===== src/rtl/water_arbiter.sv =====
// Round-robin arbiter giving one of four machines the shared water inlet valve.
// Latency: grant and valve_on rise one cycle after an eligible request is sampled in IDLE.
// Backpressure: req is a level held until served; a grant ends on done, req drop, abort or MAX_HOLD, then DEAD_TIME settle cycles.
module water_arbiter #(
  parameter int unsigned MAX_HOLD  = 15,
  parameter int unsigned DEAD_TIME = 2
) (
  input  logic       clk,
  input  logic       reset_n,
  input  logic [3:0] req,
  input  logic [3:0] done,
  input  logic [3:0] abort,
  output logic [3:0] gnt,
  output logic [1:0] gnt_id,
  output logic       valve_on,
  output logic       busy,
  output logic       timeout_pulse,
  output logic [1:0] timeout_id
);

  typedef enum logic [1:0] {
    S_IDLE   = 2'd0,
    S_GRANT  = 2'd1,
    S_SETTLE = 2'd2
  } state_e;

  // A zero dead time skips SETTLE entirely; the IDLE cycle alone provides the valve-off gap.
  localparam logic NO_SETTLE = (DEAD_TIME == 0);

  state_e      state_q, state_d;
  logic [1:0]  gnt_id_q, gnt_id_d;
  logic [1:0]  last_id_q, last_id_d;
  logic [3:0]  hold_q, hold_d;
  logic [2:0]  settle_q, settle_d;
  logic        tpulse_q, tpulse_d;
  logic [1:0]  tid_q, tid_d;

  logic [3:0]  eligible;
  logic        win_vld;
  logic [1:0]  win_id;
  logic [1:0]  cand;
  logic        release_hit;
  logic        hold_expired;

  // Aborted machines are masked out of arbitration.
  assign eligible = req & ~abort;

  // Release conditions and hold expiry look only at the machine currently granted.
  assign release_hit  = done[gnt_id_q] | ~req[gnt_id_q] | abort[gnt_id_q];
  assign hold_expired = (hold_q == 4'(MAX_HOLD));

  // Round-robin search starting just after the last winner, wrapping 3 -> 0.
  always_comb begin
    win_vld = 1'b0;
    win_id  = last_id_q;
    cand    = last_id_q;
    for (int k = 1; k <= 4; k++) begin
      cand = last_id_q + 2'(k);
      if (!win_vld && eligible[cand]) begin
        win_vld = 1'b1;
        win_id  = cand;
      end
    end
  end

  // Next-state logic: grant selection, hold counting, timeout capture and settle countdown.
  always_comb begin
    state_d   = state_q;
    gnt_id_d  = gnt_id_q;
    last_id_d = last_id_q;
    hold_d    = hold_q;
    settle_d  = settle_q;
    tpulse_d  = 1'b0;
    tid_d     = tid_q;
    case (state_q)
      S_IDLE: begin
        if (win_vld) begin
          state_d   = S_GRANT;
          gnt_id_d  = win_id;
          last_id_d = win_id;
          hold_d    = 4'd1;
        end
      end
      S_GRANT: begin
        if (release_hit || hold_expired) begin
          // An explicit release on the expiry cycle takes precedence: no timeout is reported.
          if (!release_hit) begin
            tpulse_d = 1'b1;
            tid_d    = gnt_id_q;
          end
          if (NO_SETTLE) begin
            state_d = S_IDLE;
          end else begin
            state_d  = S_SETTLE;
            settle_d = 3'(DEAD_TIME);
          end
        end else begin
          hold_d = hold_q + 4'd1;
        end
      end
      S_SETTLE: begin
        if (settle_q <= 3'd1) begin
          state_d = S_IDLE;
        end else begin
          settle_d = settle_q - 3'd1;
        end
      end
      default: begin
        state_d = S_IDLE;
      end
    endcase
  end

  // State registers; reset drops the valve immediately with no settle or timeout report.
  always_ff @(posedge clk or negedge reset_n) begin
    if (!reset_n) begin
      state_q   <= S_IDLE;
      gnt_id_q  <= 2'd0;
      last_id_q <= 2'd3;
      hold_q    <= 4'd0;
      settle_q  <= 3'd0;
      tpulse_q  <= 1'b0;
      tid_q     <= 2'd0;
    end else begin
      state_q   <= state_d;
      gnt_id_q  <= gnt_id_d;
      last_id_q <= last_id_d;
      hold_q    <= hold_d;
      settle_q  <= settle_d;
      tpulse_q  <= tpulse_d;
      tid_q     <= tid_d;
    end
  end

  // One-hot grant decoded from the held index while in GRANT.
  always_comb begin
    gnt = 4'b0000;
    if (state_q == S_GRANT) begin
      gnt[gnt_id_q] = 1'b1;
    end
  end

  assign gnt_id        = gnt_id_q;
  assign valve_on      = (state_q == S_GRANT);
  assign busy          = (state_q != S_IDLE);
  assign timeout_pulse = tpulse_q;
  assign timeout_id    = tid_q;

endmodule


===== config.mk =====
export PLATFORM = sky130hd
export DESIGN_NAME = water_arbiter
export DESIGN_NICKNAME = d
export VERILOG_FILES = /design/src/rtl/water_arbiter.sv
export SDC_FILE = /design/constraint.sdc
export NUM_CORES = 1
export LEC_CHECK = 0
export ABC_AREA = 0
export CORE_MARGIN = 10
export CORE_UTILIZATION = 49
export DETAILED_ROUTE_END_ITERATION = 6
export PLACE_DENSITY = 0.89
export SLEW_MARGIN = 20
export SYNTH_ARGS = -nofsm -noshare
export SYNTH_HDL_FRONTEND = slang
export SYNTH_SLANG_ARGS = --single-unit

===== constraint.sdc =====
create_clock -name clk -period 1.85 [get_ports clk]
set_input_delay 0.2775 -clock clk [delete_from_list [all_inputs] [get_ports clk]]
set_output_delay 0.2775 -clock clk [all_outputs]
set_load 0.02 [all_outputs]

==> results of run 1 <==
-- metal layers --
layer | vias to the layer above | GRT usage
li1 | 463 | -
met3 | 4 | 0.0281
met2 | 24 | 0.227
met1 | 464 | 0.125
met5 | - | 0
met4 | 0 | 0.0769
-- final cells by class --
class,instances,share of cell area
multi-input cells,83,0.438
clock buffers,4,0.0175
inverters,6,0.0150
well taps,28,0.0234
repair buffers,40,0.237
flip-flops and latches,16,0.269
-- worst paths after layout --
kind / to / cells past startpoint
min: gnt_id[1] / 2
max: gnt_id[1] / 1
min in group clk: hold_q[2] / 1
max in group asynchronous: last_id_q[0] / 2
max reg2reg: settle_q[0] / 5
min reg2reg: hold_q[2] / 1
-- where the power goes --
part / internal (mW) / leakage, nW / total [mW] / switching [mW]
clock network: 0.0837 / 0.0150 / 0.188 / 0.104
registers: 0.485 / 0.197 / 0.654 / 0.169
logic: 0.563 / 0.487 / 1.10 / 0.539
-- timing repair --
action	in CTS	in global routing
endpoints found under the setup margin	9	2
resized for setup	7	1
pin swaps	0	0
hold buffers	0	0
buffers inserted	0	1
-- layout by cell type (no fill, tap or decap), types with 2 or more instances in the layout --
master	Yosys	final
mux4_2	2	2
nand2b_4	2	2
clkdlybuf4s50_1	0	17
mux2_4	2	2
o21ai_0	5	5
dfrtp_1	14	13
dfstp_2	2	2
xnor2_1	2	2
xor2_1	2	2
a31o_2	2	2
nand2b_1	4	4
nand2_1	10	10
nor2b_1	3	3
clkbuf_4	0	3
buf_4	0	16
dlygate4sd2_1	0	6
nand4_1	2	2
o21a_1	2	2
ha_1	3	3
mux2i_1	5	5
nand3_1	2	2
a21oi_1	2	2
nor3_1	3	3
nor2_1	12	12
inv_1	4	4
-- through the flow --
step	instances	TNS [ns]	worst slack, ns
finish	177	0	0.0896
global route	177	0	0.0237
CTS	176	0	0.0404
detailed placement	172	-1.38	-0.173
global placement	172	-0.663	-0.108
floorplan	108	0	0.149
-- cell usage after synthesis, drive strengths merged (3+ instances only) --
| library cell | number | area [µm²] |
|---|---|---|
| nand2b | 6 | 52.6 |
| nand2 | 11 | 43.8 |
| nor2b | 4 | 32.5 |
| ha | 3 | 37.5 |
| o21ai | 5 | 25.0 |
| inv | 5 | 18.8 |
| dfrtp | 14 | 350 |
| nor2 | 12 | 45.0 |
| nor3 | 5 | 41.3 |
| mux2i | 5 | 50.1 |
-- state kept, by name (all words and copies together), names as in the netlist --
register / cells
settle_q: 3
hold_q: 4
timeout_pulse: 1
gnt_id: 2
timeout_id: 2
state_q: 2
last_id_q: 2
-- worst reg2reg max path, cell delays in order (launching register included) --
cell and delay (ns):
dfrtp_2 0.53, buf_4 0.17, mux4_2 0.49, a31o_2 0.28, nand2_1 0.09, mux2i_1 0.08
-- cells by family after synthesis --
kind of cell             count (synthesis)  synth area share
AO/OA/AOI/OAI                           19             0.144
XOR/XNOR                                 4            0.0316
adder cells (fa/ha/maj)                  3            0.0339
buffers and inverters                    9            0.0440
flip-flops                              16             0.363
multiplexers                             9             0.113
AND/OR/NAND/NOR                         48             0.270
==> impl_metrics.toml, run 1 <==
[route]
viasPerCell = 5.40
highest_layer = "met4"
drt-met1-wl_um = 980
wirelength_um = 2570
post-route-drc-count = 0
first_pass_iters = 4
dr_total_vias = 955
wl_met3_um = 130
drt_iter0_drc = 40
met2WireLength_um = 1420
antenna_left = 0
wl_per_cell_um = 14.5

[worst_setup_path]
rr_startpoint = "gnt_id[1]"
cp.required_ns = 1.57
cpLargestDelayFamily = "buffers and inverters"
path_cells = "clkdlybuf4s50_1"
crit_path_end_kind = "output port"
rrSetupSlack_ns = 0.09
worst-path-max-fanout = 12
cp_data_arrival_time_ns = 1.48
cp-startpoint = "gnt_id[1]"
worst-setup-path-type = "reg -> out"
cpMaxStageDelayCell = "clkdlybuf4s50_1"
cp_num_buf_inv = 1
cp-start-kind = "flip-flop"
slowest_delay_ns = 0.67

[outcome]
outcome = "finished, final reports clean"

[synth]
async_reset_ff_frac = 1.00
ys_ff_latch = 16
yosysUniqueCellTypes = 43
synth_edf_count = 0
ys_warn_count = 0
synth_flop_cell = "dfrtp_1"
ys_seq_area_frac = 0.363
synthesis.area_um2 = 1110
syn_inst = 108
avgSynthCellArea_um2 = 10.3
syn_nets = 125

[grt]
antenna_found_initial = 0
overflow = 0
grt_pass1_wl_um = 4400
global_route.usage.total = 0.124
grt_pass1_vias = 1011
grt_start_max_net_pins = 17

[power_and_ir_drop]
ir_drop_v = 0.000884
power-per-cell-area_nw_per_um2 = 1300
p_leak_nw = 0.699
p_total_mw = 1.94

[die]
fp.dieH_um = 67.6
die_x_um = 67.6
rows = 17
start_util = 0.506
core-area_um2 = 2190
ios = 25
dieArea_um2 = 4570

[sta]
worst_pin_slew_ns = 0.338
clock-skew-final_ns = 0.00121
period_needed_ns = 1.76
rsz0062_at_grt = "no"
relSlewSlack = 0.773
hold_viol_final = 0
hold-worst-slack_ns = 0.300
slew_viol_final = 0
timing.final.crit_share = 0.952
finalSetupViolations = 0
max_freq_ghz = 0.568

[placement]
placed_area_um2 = 1470
dp_hpwl_um = 2200
place_congestion = 0.822
port_buffers = 24

[clock_network]
clock-root-buffer = "clkbuf_4"
clk_latency_ns = 0.28
clock_sinks = 16
htreeDepth = 1
cts_tree = "done"
clock_path_buffers = 2
clk_pin_slew_ns = 0.09
numCtsBuffers = 3

[cells_and_area]
layout.area.seq_um2 = 404
multi_input_comb_area_um2 = 657
drive_gt1_frac = 0.275
nNetsFinal = 167
nFillCells = 160
diodes = 0
finish.instance_area_um2 = 1500
post-route-util = 0.685
area_growth_pct = 35.3

[run]
max_cap_violations = 0

[hold_path]
holdCritPathClass = "in -> async"
Power figures use the tool's default switching activity.
==> inputs of run 2 (changes only) <==
--- a/config.mk
+++ b/config.mk
@@ -10,6 +10,7 @@
 export CORE_UTILIZATION = 49
 export DETAILED_ROUTE_END_ITERATION = 6
 export PLACE_DENSITY = 0.89
+export SETUP_SLACK_MARGIN = 0.2
 export SLEW_MARGIN = 20
 export SYNTH_ARGS = -nofsm -noshare
 export SYNTH_HDL_FRONTEND = slang
==> run 2 against run 1 <==
Worst hold slack lost 0.016 ns. Critical path depth grew 3. Clock-buffer cell count is the same. Wire length grew 13%. Utilization grew 2.6 points. First-iteration DRC count shrank 57%. Clock skew grew 0.0050 ns. Die area is the same. Global-route usage grew 1.3 points. Non-clock buffer count grew 4. Flip-flop and latch count is the same. Design area grew 3.8%. Critical path type is now reg -> reg. Critical endpoint is now timeout_id[0].
==> impl_metrics.toml, run 2 (synthesis results as in run 1) <==
[worst_setup_path]
rr_worst_depth = 4
rrSetupSlack_ns = 0.17
worst-path-max-fanout = 5
rr_startpoint = "gnt_id[1]"
worst-setup-path-type = "reg -> reg"
crit_path_end_kind = "flip-flop"
cp-start-kind = "flip-flop"
cp_data_arrival_time_ns = 1.88
reg2reg_to = "timeout_id[0]"
cp.required_ns = 2.05

[die]
dieArea_um2 = 4570
rows = 17
ios = 25
start_util = 0.506
core-area_um2 = 2190
fp.dieH_um = 67.6
die_x_um = 67.6

[sta]
finalSetupViolations = 0
hold_viol_final = 0
max_freq_ghz = 0.596
hold-worst-slack_ns = 0.284
clock-skew-final_ns = 0.00623
timing.final.crit_share = 0.907
relSlewSlack = 0.787
period_needed_ns = 1.68
rsz0062_at_grt = "yes"
slew_viol_final = 0
worst_pin_slew_ns = 0.318
fin_ws_ns = 0.171
tns_ns = 0

[grt]
grt_pass1_wl_um = 4770
overflow = 0
grt_pass1_vias = 1037
grt_start_max_net_pins = 17
antenna_found_initial = 0
global_route.usage.total = 0.138

[placement]
place_congestion = 0.843
dp_hpwl_um = 2270
port_buffers = 24
pre_cts_ws_ns = -0.214
placed_area_um2 = 1460
dp_cells = 170

[cells_and_area]
top_register = "hold_q"
nFillCells = 164
largest_reg_flops = 4
mostFrequentLayoutCells = "buf_4, clkdlybuf4s50_1, dfrtp_1"
layout_commonest_cell = "buf_4"
drive_gt1_frac = 0.386
final_cell_count_no_fill = 181
area_growth_pct = 40.4
finish.instance_area_um2 = 1560
diodes = 0
post-route-util = 0.710
top_regs = "hold_q: 4 flops, settle_q: 3 flops"
nNetsFinal = 171

[clock_network]
clock_path_buffers = 2
htreeDepth = 1
clock-root-buffer = "clkbuf_4"
cts_tree = "done"
clock_sinks = 16
clk_latency_ns = 0.30
clk_pin_slew_ns = 0.10
numCtsBuffers = 3

[route]
post-route-drc-count = 0
wl_per_cell_um = 16.1
wirelength_um = 2920
drt_iter0_drc = 17
first_pass_iters = 5
antenna_left = 0
dr_total_vias = 997
viasPerCell = 5.51

[outcome]
outcome = "finished, final reports clean"

[run]
max_cap_violations = 0

[power_and_ir_drop]
power-per-cell-area_nw_per_um2 = 1350
ir_drop_v = 0.000721
p_total_mw = 2.11
p_leak_nw = 0.735

[hold_path]
holdCritPathClass = "in -> async"
[run 2: cell types whose count changed in the layout (fill, tap and decap cells not counted), sizes merged]
cell / delta
dlymetal6s2s: +1
clkdlybuf4s50: -4
buf: +8
clkbuf: +2
dlygate4sd2: -3
[run 2: worst max-delay path by stage]
stage / start / endpoint / slack, ns / cells after the start
after detailed placement: abort[1] / hold_q[1] / -0.21 / 7
after global placement: abort[1] / settle_q[0] / -0.10 / 6
after global routing: gnt_id[1] / timeout_id[0] / 0.12 / 4
final: gnt_id[1] / timeout_id[0] / 0.17 / 4
after floorplan: gnt_id[1] / timeout_id[0] / 0.21 / 5
after CTS: abort[3] / hold_q[1] / 0.15 / 7
[run 2: where the power goes]
group          switching (mW)  internal (mW)
registers               0.150          0.487
clock network           0.119         0.0843
logic                   0.627          0.640
total                   0.895           1.21
[run 2: what timing repair did]
item,in CTS,in global routing
setup endpoints to repair,15,14
gates resized for setup,30,15
pin swaps,4,5
hold buffers,0,0
setup buffers,5,2
[run 2: area by class of cell]
class                      instances  area [µm²]  share of cell area
clock buffer                       4        26.3              0.0169
sequential                        16         405               0.260
timing repair buffer              44         372               0.239
inverter                           6        23.8              0.0153
multi-input combinational         83         694               0.446
tap                               28        35.0              0.0225
[run 2: worst max-delay path, stage by stage (launching register included)]
cell,delay (ns)
dfrtp_2,0.42
buf_6,0.14
mux4_2,0.38
nor4b_4,0.31
mux2_4,0.33
[run 2: layer usage]
metal  share of wire  wire, µm  vias to the layer above  track usage
met4           0.015        43                        0       0.0538
met5               0         0                        -            0
met3           0.072       210                        3       0.0612
met2            0.54      1570                       22        0.257
li1                -         -                      475            -
met1            0.37      1090                      497        0.127
==> inputs of run 3 (changes only) <==
--- a/config.mk
+++ b/config.mk
@@ -6,6 +6,7 @@
 export NUM_CORES = 1
 export LEC_CHECK = 0
 export ABC_AREA = 0
+export CAP_MARGIN = 20
 export CORE_MARGIN = 10
 export CORE_UTILIZATION = 49
 export DETAILED_ROUTE_END_ITERATION = 6
==> constraint.sdc (replaced) <==
create_clock -name clk -period 1.85 [get_ports clk]
set_input_delay 0.2775 -clock clk [delete_from_list [all_inputs] [get_ports clk]]
set_output_delay 0.2775 -clock clk [all_outputs]
set_load 0.05 [all_outputs]
==> run 3 against run 2 <==
First-iteration DRC count grew to 3.5 times the previous value. Critical path type is now reg -> out. Clock power is 9.9% lower. Global-route usage is 0.58 points higher. Non-clock buffer count is 4 lower. Largest cell class unchanged. Utilization is 3.4 points higher. Final cell count is 2.2% lower. Clock skew is 0.0041 ns lower. Flip-flop and latch count stayed put. Register-to-register slack hardly changed. Clock-buffer cell count stayed put.
==> impl_metrics.toml, run 3 (synthesis results as in run 1) <==
[placement]
pre_cts_ws_ns = -0.172
dp_hpwl_um = 2360
place_congestion = 0.834
port_buffers = 24

[route]
wl_per_cell_um = 17.2
drt_iter0_drc = 60
antenna_left = 0
post-route-drc-count = 0
wirelength_um = 3050
first_pass_iters = 4
dr_total_vias = 981
viasPerCell = 5.54

[sta]
hold_viol_final = 0
rsz0062_at_grt = "yes"
tns_ns = 0
period_needed_ns = 1.67
clock-skew-final_ns = 0.00210
max_freq_ghz = 0.597
fin_ws_ns = 0.175
slew_viol_final = 0
relSlewSlack = 0.671
hold-worst-slack_ns = 0.300
finalSetupViolations = 0
worst_pin_slew_ns = 0.495
timing.final.crit_share = 0.905

[clock_network]
cts_hold_buf = 0
htreeDepth = 1
clock_path_buffers = 2
clock-root-buffer = "clkbuf_4"
numCtsBuffers = 3
clk_pin_slew_ns = 0.08
cts_tree = "done"
clk_latency_ns = 0.28
clock_sinks = 16

[cells_and_area]
diodes = 0
largest_reg_flops = 4
layout_commonest_cell = "buf_4"
nFillCells = 132
area_growth_pct = 47.2
mostFrequentLayoutCells = "buf_4, dfrtp_1, nand2_1"
top_regs = "hold_q: 4 flops, settle_q: 3 flops"
top_register = "hold_q"
drive_gt1_frac = 0.416
nNetsFinal = 167

[grt]
antenna_found_initial = 0
grt_pass1_wl_um = 5030
global_route.usage.total = 0.143
grt_start_max_net_pins = 17
overflow = 0
grt_pass1_vias = 1133

[die]
rows = 17
dieArea_um2 = 4570
fp.dieH_um = 67.6
core-area_um2 = 2190
ios = 25
start_util = 0.506
die_x_um = 67.6

[worst_setup_path]
cp-startpoint = "gnt_id[1]"
cp.required_ns = 1.57
cp-start-kind = "flip-flop"
rrSetupSlack_ns = 0.18
cp-endpoint = "gnt[0]"
worst-setup-path-type = "reg -> out"
crit_path_end_kind = "output port"
cp_data_arrival_time_ns = 1.40
rr_startpoint = "gnt_id[1]"
worst-path-max-fanout = 7
reg2reg_to = "timeout_id[1]"
rr_worst_depth = 5

[power_and_ir_drop]
ir_drop_v = 0.00107
p_total_mw = 2.36
power-per-cell-area_nw_per_um2 = 1450
p_leak_nw = 0.756

[hold_path]
holdCritPathClass = "in -> async"

[outcome]
outcome = "finished, final reports clean"

[run]
max_cap_violations = 0
==> run 3: where the power goes <==
part / switching (mW) / internal [mW]
registers: 0.196 / 0.488
clock network: 0.0994 / 0.0836
logic: 0.786 / 0.710
total: 1.08 / 1.28
==> run 3: how the worst min path moves through the flow <==
| stage | from | to | slack (ns) | depth (start not counted) |
|---|---|---|---|---|
| floorplan | reset_n | gnt_id[0] | -0.02 | 0 |
| global placement | hold_q[2] | hold_q[2] | 0.50 | 1 |
| detailed placement | timeout_id[1] | timeout_id[1] | 0.50 | 1 |
| CTS | reset_n | state_q[0] | 0.29 | 2 |
| global route | reset_n | state_q[0] | 0.30 | 2 |
| finish | reset_n | hold_q[3] | 0.30 | 2 |
==> run 3: area by class of cell <==
cell class	count	area [µm²]	share of cell area
Multi-Input combinational cell	83	718	0.440
Timing Repair Buffer	40	417	0.255
Sequential cell	16	405	0.248
Tap cell	28	35.0	0.0215
Inverter	6	30.0	0.0184
Clock buffer	4	26.3	0.0161
==> run 3: what timing repair did <==
item / 4_1_cts / 5_1_grt
setup buffers: 5 / 1
resized for setup: 9 / 11
pin swaps: 9 / 5
cloned: 0 / 0
setup endpoints to repair: 14 / 14
==> run 3: through the flow <==
| stage | util | instance area (µm²) | cells |
|---|---|---|---|
| 2_1_floorplan | - | 1150 | 108 |
| 3_3_place_gp | 0.690 | 1510 | 167 |
| 3_5_place_dp | 0.690 | 1510 | 167 |
| 4_1_cts | 0.720 | 1580 | 176 |
| 5_1_grt | 0.745 | 1630 | 177 |
| 6_report | 0.745 | 1630 | 177 |
==> run 3: per-layer routing <==
| layer | part of all wire | global-route usage | vias to the layer above |
|---|---|---|---|
| met2 | 0.51 | 0.255 | 52 |
| li1 | - | - | 463 |
| met1 | 0.37 | 0.137 | 456 |
| met5 | 0 | 0 | - |
| met4 | 0.035 | 0.103 | 0 |
| met3 | 0.087 | 0.0446 | 10 |
==> run 3: critical path, stage by stage, from the launching register on <==
cell	delay, ns
dfrtp_2	0.49
buf_4	0.19
nor3_2	0.26
buf_12	0.18
